File: src/rtl/uart_intr_arbiter.sv
// Round-robin interrupt arbiter: latches UART event pulses per source and
// serves them one at a time on a single intr/ack pair, with a grant watchdog.
module uart_intr_arbiter #(
  parameter int N       = 4,
  parameter int IDW     = 2,
  parameter int TIMEOUT = 255,
  parameter int TW      = 8
) (
  input  logic           clk,
  input  logic           rst,
  input  logic [N-1:0]   set,
  input  logic           ack,
  input  logic           mask_we,
  input  logic [N-1:0]   mask_in,
  input  logic           err_clr,
  output logic           intr,
  output logic [IDW-1:0] id,
  output logic [N-1:0]   pending,
  output logic [N-1:0]   mask,
  output logic           busy,
  output logic           timeout_err
);

  typedef enum logic [1:0] {
    IDLE,
    REQ,
    GAP
  } state_t;

  state_t         state;
  state_t         state_nx;
  logic           intr_nx;
  logic [IDW-1:0] id_nx;
  logic [IDW-1:0] last_id;
  logic [IDW-1:0] last_id_nx;
  logic [TW-1:0]  timer;
  logic [TW-1:0]  timer_nx;
  logic [N-1:0]   pending_nx;
  logic [N-1:0]   clr_vec;
  logic           err_nx;
  logic           fire;
  logic [N-1:0]   eligible;
  logic [IDW-1:0] winner;
  logic           win_valid;

  assign eligible = pending & mask;
  assign busy     = (state != IDLE);

  // Rotating search: the source just served gets lowest priority next time.
  always_comb begin
    logic [IDW-1:0] cand;
    cand      = '0;
    winner    = '0;
    win_valid = 1'b0;
    for (int k = 1; k <= N; k++) begin
      cand = IDW'((int'(last_id) + k) % N);
      if (!win_valid && eligible[cand]) begin
        winner    = cand;
        win_valid = 1'b1;
      end
    end
  end

  always_comb begin
    state_nx   = state;
    intr_nx    = intr;
    id_nx      = id;
    timer_nx   = timer;
    last_id_nx = last_id;
    clr_vec    = '0;
    fire       = 1'b0;
    unique case (state)
      IDLE: begin
        if (win_valid) begin
          state_nx = REQ;
          intr_nx  = 1'b1;
          id_nx    = winner;
          timer_nx = '0;
        end
      end
      REQ: begin
        if (ack) begin
          clr_vec[id] = 1'b1;
          last_id_nx  = id;
          intr_nx     = 1'b0;
          state_nx    = GAP;
        end else if (timer == TW'(TIMEOUT - 1)) begin
          // Unanswered request: drop it but leave the source pending for a retry.
          fire       = 1'b1;
          last_id_nx = id;
          intr_nx    = 1'b0;
          state_nx   = GAP;
        end else begin
          timer_nx = timer + TW'(1);
        end
      end
      GAP: begin
        state_nx = IDLE;
      end
      default: begin
        state_nx = IDLE;
      end
    endcase
    pending_nx = (pending & ~clr_vec) | set;
    err_nx     = fire | (timeout_err & ~err_clr);
  end

  always_ff @(posedge clk or posedge rst) begin
    if (rst) begin
      state       <= IDLE;
      intr        <= 1'b0;
      id          <= '0;
      last_id     <= IDW'(N - 1);
      timer       <= '0;
      pending     <= '0;
      timeout_err <= 1'b0;
    end else begin
      state       <= state_nx;
      intr        <= intr_nx;
      id          <= id_nx;
      last_id     <= last_id_nx;
      timer       <= timer_nx;
      pending     <= pending_nx;
      timeout_err <= err_nx;
    end
  end

  always_ff @(posedge clk or posedge rst) begin
    if (rst) begin
      mask <= '0;
    end else if (mask_we) begin
      mask <= mask_in;
    end
  end

endmodule

File: config.mk
export PLATFORM = sky130hd
export DESIGN_NAME = uart_intr_arbiter
export DESIGN_NICKNAME = d
export VERILOG_FILES = /design/src/rtl/uart_intr_arbiter.sv
export SDC_FILE = /design/constraint.sdc
export NUM_CORES = 1
export LEC_CHECK = 0
export BUFFER_PORTS_ARGS = -buffer_cell sky130_fd_sc_hd__buf_2
export CAP_MARGIN = 5
export CORE_MARGIN = 3
export CORE_UTILIZATION = 30
export DETAILED_ROUTE_END_ITERATION = 7
export GPL_TIMING_DRIVEN = 0
export SLEW_MARGIN = 0
export SYNTH_ARGS = -nofsm -noshare
export SYNTH_HDL_FRONTEND = slang
export SYNTH_SLANG_ARGS = --single-unit
File: constraint.sdc
create_clock -name clk -period 2.2 [get_ports clk]
set_input_delay 0.33 -clock clk [delete_from_list [all_inputs] [get_ports clk]]
set_output_delay 0.33 -clock clk [all_outputs]
set_load 0.01 [all_outputs]
==> results of run 1 <==
metrics by stage:
stage	cells	utilization [%]	hold slack [ns]	total power (uW)
global placement	191	37.1	0.490	1220
detailed placement	191	37.1	0.509	1240
CTS	195	39.0	0.233	1640
floorplan	118	-	0.343	1060
global route	195	39.0	0.235	1750
finish	195	39.0	0.233	1630
cell usage in the layout, fill, tap and decap left out, drive strengths merged, types with 2 or more instances in the layout:
cell type,synthesis,final
o221ai,2,2
a22oi,2,2
nand2,11,11
a31oi,4,4
buf,3,28
nor3,2,2
nand4,2,2
nand2b,2,2
a21oi,4,4
dfstp,2,2
clkbuf,0,3
o21ai,9,9
a21o,3,3
and3,3,3
inv,7,7
nand3,9,9
mux2,7,7
dfrtp,22,22
or3,2,2
and2,3,3
ha,2,2
o31ai,3,3
how the worst max path moves through the flow:
stage | startpoint | endpoint | slack, ns | cells past startpoint
after floorplan | state[1] | timer[3] | 0.68 | 5
after global placement | timer[0] | timer[3] | 0.59 | 6
after detailed placement | timer[0] | timer[3] | 0.53 | 6
after CTS | timer[0] | timer[5] | 0.52 | 7
after global routing | timer[0] | timer[5] | 0.32 | 7
final | timer[0] | timer[5] | 0.52 | 7
where the power goes:
| part | switching, uW | internal (uW) | total, uW |
|---|---|---|---|
| Sequential | 118 | 548 | 666 |
| Combinational | 300 | 268 | 569 |
| Clock | 148 | 243 | 391 |
| Total | 566 | 1060 | 1630 |
flip-flops by register name (all words and copies together), names as in the netlist:
signal       count
state            2
mask             4
last_id          2
id               2
timeout_err      1
intr             1
timer            8
pending          4
final cells by class:
type | count | share of cell area (%)
Multi-Input combinational cell | 84 | 38.7
Inverter | 7 | 1.78
Buffer | 3 | 1.44
Timing Repair Buffer | 25 | 8.45
Sequential cell | 24 | 40.7
Clock buffer | 3 | 2.79
Clock inverter | 1 | 2.03
Tap cell | 48 | 4.06
worst max-delay path: cells and delay by family (launching register included):
family / cells / cell delay, ns
buf+inv: 2 / 0.33
fa+ha+maj: 1 / 0.16
simple gates: 2 / 0.27
compound gates: 2 / 0.41
flops: 1 / 0.44
cells in the mapped netlist (all sizes together) (2+ instances only):
library cell	count
ha	2
nand4	2
and2	3
mux2	7
inv	7
nand2b	2
a21oi	4
and3	3
or3	2
buf	3
o21ai	9
o221ai	2
nand3	9
a22oi	2
dfrtp	22
a31oi	4
nand2	11
o31ai	3
nor3	2
a21o	3
dfstp	2
per-layer routing:
metal	vias to the layer above	global-route usage, %	wire length [um]
met5	-	0	0
met4	0	6.38	65
met3	6	1.15	100
met2	31	20.4	1380
met1	515	17.2	1300
li1	494	-	-
cells by family after synthesis:
family / count (synthesis)
adder cells (fa/ha/maj): 2
flip-flops: 24
AO/OA/AOI/OAI: 34
AND/OR/NAND/NOR: 41
multiplexers: 7
buffers and inverters: 10
==> reports/metrics.yaml, run 1 <==
final_layout:
  area_growth_syn_to_layout_pct: 21.0
  nets: 163
  fillCellCount: 380
  final_cell_area_um2: 1480
  seqCellArea_um2: 603
  drive_above_1_share_pct: 32.0
  multi_input_area_um2: 573
  diodes: 0
grt:
  grt_max_degree: 25
  grt_util_all_layers_pct: 12.8
  grt_pass1_vias: 1099
  antenna_found_initial: 0
  gr-total-overflow: 0
  grt_first_pass_wirelength_mm: 5.11
sta:
  skew_ns: 0.00292
  rsz0062_at_grt: "false"
  hold_viol_final: 0
  finalSetupViolCount: 0
  finalSetupTns_ns: 0
  finalCritPeriodShare_pct: 76.3
  fmax_ghz: 0.596
  slew_violations: 0
  fin_crit_ns: 1.68
  slew_headroom_pct: 37.8
  setup_slack_ns: 0.521
  worst_pin_slew_ns: 0.932
detailed_routing:
  via_count: 1046
  drtAntennaViolNets: 0
  wl_per_cell_um: 14.6
  drt_iter0_drc: 118
  routed_wl_mm: 2.84
  firstDrtPassIters: 4
  drc: 0
  viasPerCell: 5.36
run_status:
  status: "complete, no violations"
logic_synthesis:
  synth_fa_ha_area_share_pct: 2.04
  yosysSeqAreaShare_pct: 49.3
  syn_inst: 118
  async_reset_ff_share_pct: 100
  syn_area_um2: 1220
  postSynthAreaPerCell_um2: 10.4
  synth_compound_gate_area_share_pct: 19.2
  synth_edf_count: 0
  yosys_warnings: 0
  synth_top_family_by_area: "compound AO/OA/AOI/OAI gates"
  yosysTopAreaCell: "dfrtp_1"
  syn_nets: 133
  netlist-cell-type-count: 37
  yosys.area_share.xor_xnor_pct: 0
  synthTopCellsByArea: "dfrtp_1 (45%), mux2_2 (6.4%), dfstp_2 (4.3%)"
  ys_ff_latch: 24
  synthSimpleGateAreaFrac_pct: 19.1
  synth_top_area_share_pct: 45.0
  synth-main-ff-cell: "dfrtp_1"
  synthMuxAreaShare_pct: 6.44
setup_path:
  reg2reg_from: "timer[0]"
  path_cells: "inv_1 -> ha_1 -> nand4_1 -> o21ai_2 -> buf_2 -> nand2_1 -> a31oi_1"
  ff2ff_path_depth: 7
  max_stage_delay_ns: 0.44
  crit_fanout: 10
  timing.rr.end: "timer[5]"
  worstPathArrival_ns: 1.87
  endpoint_kind: "register"
  cp.required_ns: 2.39
  critPathSlowestCell: "dfrtp_1"
  path_class: "reg -> reg"
  startpoint_type: "register"
  rrSetupSlack_ns: 0.52
cts:
  insertion_delay_ns: 0.27
  clkTransAtPathRegs_ns: 0.09
  cts_tree: "yes"
  clock-sinks: 24
  post_cts_resized: 0
  clockBufferDepth: 2
  cts-root-buf: "clkbuf_8"
  cts_max_level: 1
  cts_hold_buf: 0
  cts_made_buffers: 3
  post-cts-setup-buffer-count: 0
min_path:
  hp-class: "in -> reg"
  hp-start: "err_clr"
  min_to: "timeout_err"
  hold-path-cell-count: 2
job:
  maxCapViolCount: 0
power:
  power_leakage_uw: 0.000659
  power_density_nw_per_um2: 1100
  ir_drop_v: 0.000358
die:
  num_rows: 22
  start_util_pct: 32.2
  die_h_um: 69.9
  fp.coreArea_um2: 3800
  pin_count: 26
  die_w_um: 69.9
  die_area_um2: 4880
placed_design:
  place_ws_ns: 0.528
  port_buffers: 25
  dpl-instance-area_um2: 1410
  hpwl_mm: 2.06
  gp_congestion: 0.810
Power figures use the tool's default switching activity.
==> inputs of run 2 (changes only) <==
==> constraint.sdc (replaced) <==
create_clock -name clk -period 1.8 [get_ports clk]
set_input_delay 0.27 -clock clk [delete_from_list [all_inputs] [get_ports clk]]
set_output_delay 0.27 -clock clk [all_outputs]
set_load 0.01 [all_outputs]
==> reports/metrics.yaml, run 2 (same netlist as run 1, synthesis figures left out) <==
run_status:
  status: "complete, no violations"
sta:
  finalSetupViolCount: 0  # unchanged
  slew_violations: 0  # unchanged
  fmax_ghz: 0.588  # -1.3%
  hold_viol_final: 0  # unchanged
  holdWs_ns: 0.172  # -0.0608 ns
  setup_slack_ns: 0.0996  # -0.421 ns
  finalSetupTns_ns: 0  # unchanged
  skew_ns: 0.00292  # unchanged
  worst_pin_slew_ns: 0.931  # -0.000975 ns
  slew_headroom_pct: 37.9  # +0.065 points
  fin_crit_ns: 1.70  # +0.0213 ns
  rsz0062_at_grt: "true"
  finalCritPeriodShare_pct: 94.5  # +18 points
placed_design:
  gp_congestion: 0.810  # unchanged
  port_buffers: 25  # unchanged
  place_ws_ns: 0.128  # -0.400 ns
  hpwl_mm: 2.06  # unchanged
die:
  die_area_um2: 4880  # unchanged
  fp.coreArea_um2: 3800  # unchanged
  num_rows: 22  # unchanged
  pin_count: 26  # unchanged
  die_h_um: 69.9  # unchanged
  start_util_pct: 32.2  # unchanged
  die_w_um: 69.9  # unchanged
final_layout:
  nets: 163  # unchanged
  final_cell_mix: "buf_2 (26), dfrtp_1 (22), nand2_1 (11)"
  drive_above_1_share_pct: 32.0  # unchanged
  top_register: "timer"
  largest_register_ffs: 8  # unchanged
  reg_top3: "timer (8), mask (4), pending (4)"
  multi_input_area_um2: 577  # +0.65%
  diodes: 0  # unchanged
  seqCellArea_um2: 603  # unchanged
  fillCellCount: 379  # -0.26%
  area_growth_syn_to_layout_pct: 21.8
  final_common_cell: "buf_2"
cts:
  clock-sinks: 24  # unchanged
  cts_max_level: 1  # unchanged
  clockBufferDepth: 2  # unchanged
  clkTransAtPathRegs_ns: 0.09  # about the same
  insertion_delay_ns: 0.27  # about the same
  cts-root-buf: "clkbuf_8"
  cts_hold_buf: 0  # unchanged
  cts_tree: "yes"
  cts_made_buffers: 3  # unchanged
setup_path:
  cp.required_ns: 1.96  # -0.43 ns
  path_cells: "inv_1 -> ha_1 -> nand4_1 -> o21ai_2 -> mux2_4 -> a21o_1"
  crit_buf_inv: 1  # -1
  endpoint_kind: "register"
  path_delay_family: "compound AO/OA/AOI/OAI gates"
  max_stage_delay_ns: 0.44  # about the same
  worstPathArrival_ns: 1.86  # about the same
  startpoint_type: "register"
  critPathSlowestCell: "dfrtp_1"
  crit_fanout: 6  # -4
  rrSetupSlack_ns: 0.1  # -0.42 ns
  path_class: "reg -> reg"
detailed_routing:
  viasPerCell: 5.36  # unchanged
  wl_per_cell_um: 14.5  # -0.32%
  routed_wl_mm: 2.84  # -0.32%
  drc: 0  # unchanged
  drt_iter0_drc: 142  # +20%
  via_count: 1046  # unchanged
  firstDrtPassIters: 4  # unchanged
  drtAntennaViolNets: 0  # unchanged
grt:
  grt_max_degree: 25  # unchanged
  grt_pass1_vias: 1099  # unchanged
  grt_util_all_layers_pct: 12.8  # unchanged
  grt_first_pass_wirelength_mm: 5.11  # unchanged
  antenna_found_initial: 0  # unchanged
  gr-total-overflow: 0  # unchanged
job:
  maxCapViolCount: 0  # unchanged
min_path:
  hp-class: "in -> reg"
power:
  power_leakage_uw: 0.000667  # +1.3%
  ir_drop_v: 0.000438  # +22%
  finalPower_uw: 2010  # +23%
  power_density_nw_per_um2: 1350  # +23%
==> run 2: changes by cell type in the layout (fill, tap and decap cells not counted) <==
cell	before	now
buf_2	27	26
buf_6	1	2
mux2_2	7	6
mux2_4	0	1
==> run 2: power by group <==
| part | switching (uW) | internal (uW) |
|---|---|---|
| Combinational | 370 | 343 |
| Sequential | 144 | 670 |
| Clock | 181 | 297 |
==> run 2: final timing paths <==
| check | to | start | cells past startpoint |
|---|---|---|---|
| max in group asynchronous | mask[2] | rst | 2 |
| min in group asynchronous | intr | rst | 2 |
| max reg2reg | timer[3] | timer[0] | 6 |
| min | timeout_err | err_clr | 2 |
| max | timer[3] | timer[0] | 6 |
| min reg2reg | timeout_err | timeout_err | 2 |
==> run 2: cell type report <==
class | instances | share of cell area [%]
clock inverter | 1 | 2.02
sequential | 24 | 40.5
inverter | 7 | 1.76
buffer | 3 | 1.85
clock buffer | 3 | 2.77
tap | 48 | 4.03
timing repair buffer | 25 | 8.40
multi-input combinational | 84 | 38.7
==> run 2: timing repair <==
item / 4_1_cts / 5_1_grt
setup buffers: 0 / 0
hold endpoints to repair: 0 / 0
resized for setup: 0 / 4
setup endpoints to repair: 0 / 3
==> run 2: metrics by stage <==
stage,std cells,cell area (um^2),util (%)
after floorplan,118,1220,-
after global placement,191,1410,37.1
after detailed placement,191,1410,37.1
after CTS,195,1480,39.0
after global routing,195,1490,39.2
final,195,1490,39.2
==> run 2: routing by layer <==
metal  GRT usage [%]  routed length [um]  vias up
li1                -                   -      495
met1            17.2                1300      515
met2            20.4                1360       30
met3            1.15                 106        6
met4            6.38                  65        0
met5               0                   0        -
==> inputs of run 3 (changes only) <==
==> constraint.sdc (replaced) <==
create_clock -name clk -period 1.8 [get_ports clk]
set_input_delay 0.09 -clock clk [delete_from_list [all_inputs] [get_ports clk]]
set_output_delay 0.09 -clock clk [all_outputs]
set_load 0.1 [all_outputs]
==> reports/metrics.yaml, run 3 (same netlist as run 1, synthesis figures left out) <==
final_layout:
  final_common_cell: "buf_2"
  drive_above_1_share_pct: 36.2  # +4.3 points
  multi_input_area_um2: 573  # -0.65%
  top_register: "timer"
  reg_top3: "timer (8), mask (4), pending (4)"
  final_cell_mix: "buf_2 (26), dfrtp_1 (14), nand2_1 (11)"
  area_growth_syn_to_layout_pct: 21.9  # about the same
  nets: 165  # +1.2%
  largest_register_ffs: 8  # unchanged
  fillCellCount: 385  # +1.6%
  diodes: 0  # unchanged
  final_core_util_pct: 39.3  # about the same
  seqCellArea_um2: 618  # +2.5%
detailed_routing:
  via_count: 1008  # -3.6%
  routed_wl_mm: 2.68  # -5.4%
  drc: 0  # unchanged
  drt_iter0_drc: 64  # -55%
  viasPerCell: 5.12  # -4.6%
  firstDrtPassIters: 4  # unchanged
  wl_per_cell_um: 13.6  # -6.4%
  drtAntennaViolNets: 0  # unchanged
power:
  ir_drop_v: 0.000466  # +6.2%
  combPwrFrac_pct: 50.3  # +15 points
  p_seq_share_pct: 35.5  # -5.1 points
  p_sw_uw: 1160  # +66%
  power_leakage_uw: 0.000650  # -2.5%
  clkPwrFrac_pct: 14.1  # -9.7 points
  power_density_nw_per_um2: 1560  # +16%
  switching_share_pct: 49.7  # +15 points
  intPower_uw: 1170  # -11%
die:
  pin_count: 26  # unchanged
  start_util_pct: 32.2  # unchanged
  fp.coreArea_um2: 3800  # unchanged
  num_rows: 22  # unchanged
  die_w_um: 69.9  # unchanged
  die_h_um: 69.9  # unchanged
  die_area_um2: 4880  # unchanged
grt:
  grt_util_all_layers_pct: 12.0  # -0.73 points
  grt_pass1_vias: 1044  # -5.0%
  gr-total-overflow: 0  # unchanged
  grt_first_pass_wirelength_mm: 4.68  # -8.5%
  antenna_found_initial: 0  # unchanged
  grt_max_degree: 25  # unchanged
placed_design:
  port_buffers: 25  # unchanged
  gp_congestion: 0.806  # -0.43%
  hpwl_mm: 2.02  # -1.7%
cts:
  cts_made_buffers: 3  # unchanged
  insertion_delay_ns: 0.27  # about the same
  clockBufferDepth: 2  # unchanged
  cts-root-buf: "clkbuf_8"
  clock-sinks: 24  # unchanged
  cts_tree: "yes"
  cts_max_level: 1  # unchanged
  clkTransAtPathRegs_ns: 0.08  # about the same
min_path:
  hp-class: "in -> async"
setup_path:
  ff2ff_path_depth: 6  # unchanged
  path_delay_family: "flip-flops"
  path_class: "reg -> reg"
  max_stage_delay_ns: 0.44  # about the same
  crit_fanout: 6  # unchanged
  critPathSlowestCell: "dfrtp_1"
  crit_buf_inv: 1  # unchanged
  path_cells: "inv_1 -> ha_1 -> nand4_1 -> o21ai_2 -> mux2_2 -> a21o_1"
  startpoint_type: "register"
  worstPathArrival_ns: 1.82  # -0.04 ns
  rrSetupSlack_ns: 0.15  # +0.05 ns
  cp.required_ns: 1.97  # about the same
  timing.rr.end: "timer[3]"
  reg2reg_from: "timer[0]"
  endpoint_kind: "register"
run_status:
  status: "complete, no violations"
sta:
  finalSetupTns_ns: 0  # unchanged
  slew_violations: 0  # unchanged
  fin_crit_ns: 1.65  # -0.0468 ns
  worst_pin_slew_ns: 0.914  # -0.0173 ns
  slew_headroom_pct: 39.0  # +1.2 points
  skew_ns: 0.00620  # +0.00327 ns
  rsz0062_at_grt: "false"
  finalCritPeriodShare_pct: 91.9  # -2.6 points
  hold_viol_final: 0  # unchanged
  finalSetupViolCount: 0  # unchanged
  fmax_ghz: 0.605  # +2.8%
job:
  maxCapViolCount: 0  # unchanged
-- run 3: changes by cell type in the layout (fill, tap and decap cells not counted), sizes merged --
cell         before  now
clkbuf            3    5
dlygate4sd3       0    2
buf              28   27
bufinv            1    0
-- run 3: power groups by stage --
stage | Clock (uW) | Combinational (uW) | Sequential [uW]
6_report | 329 | 1170 | 826
4_1_cts | 338 | 1170 | 822
3_5_place_dp | 0 | 1160 | 832
3_3_place_gp | 0 | 1150 | 826
2_1_floorplan | 0 | 575 | 1190
5_1_grt | 364 | 1260 | 845
-- run 3: layer usage --
metal  vias to the layer above  global-route usage, %  share of wire [%]
met5                         -                      0                  0
met4                         0                   7.02                2.7
met3                         5                   1.44                2.8
met2                        19                   19.6                 48
met1                       479                   15.2                 46
li1                        505                      -                  -
-- run 3: worst max path at each step --
stage	slack (ns)	depth (start not counted)	from	endpoint
finish	0.15	6	timer[0]	timer[3]
detailed placement	0.15	6	timer[0]	timer[3]
global route	0.02	7	timer[0]	timer[4]
CTS	0.14	6	timer[0]	timer[3]
floorplan	0.008	5	mask[0]	timer[3]
global placement	0.15	6	timer[0]	timer[3]
-- run 3: what timing repair did --
item	in CTS	in global routing
endpoints found under the setup margin	0	1
hold buffers	1	1
buffers inserted	0	0
hold endpoints to repair	1	1
gates resized for setup	0	1
-- run 3: layout make-up --
class	instances	share of cell area (%)
timing repair buffer	27	9.73
sequential	24	41.4
buffer	3	1.59
clock buffer	4	3.02
multi-input combinational	84	38.4
inverter	7	1.76
tap	48	4.03
-- run 3: stage by stage --
step	std cells	hold WS [ns]	total power, uW	instance area [um^2]	worst slack, ns
after floorplan	118	0.103	1770	1240	0.00841
after global placement	191	0.275	1970	1420	0.153
after detailed placement	191	0.279	2000	1420	0.151
after CTS	196	0.00171	2330	1480	0.137
after global routing	197	0.00992	2470	1490	0.0205
final	197	0.00302	2320	1490	0.146
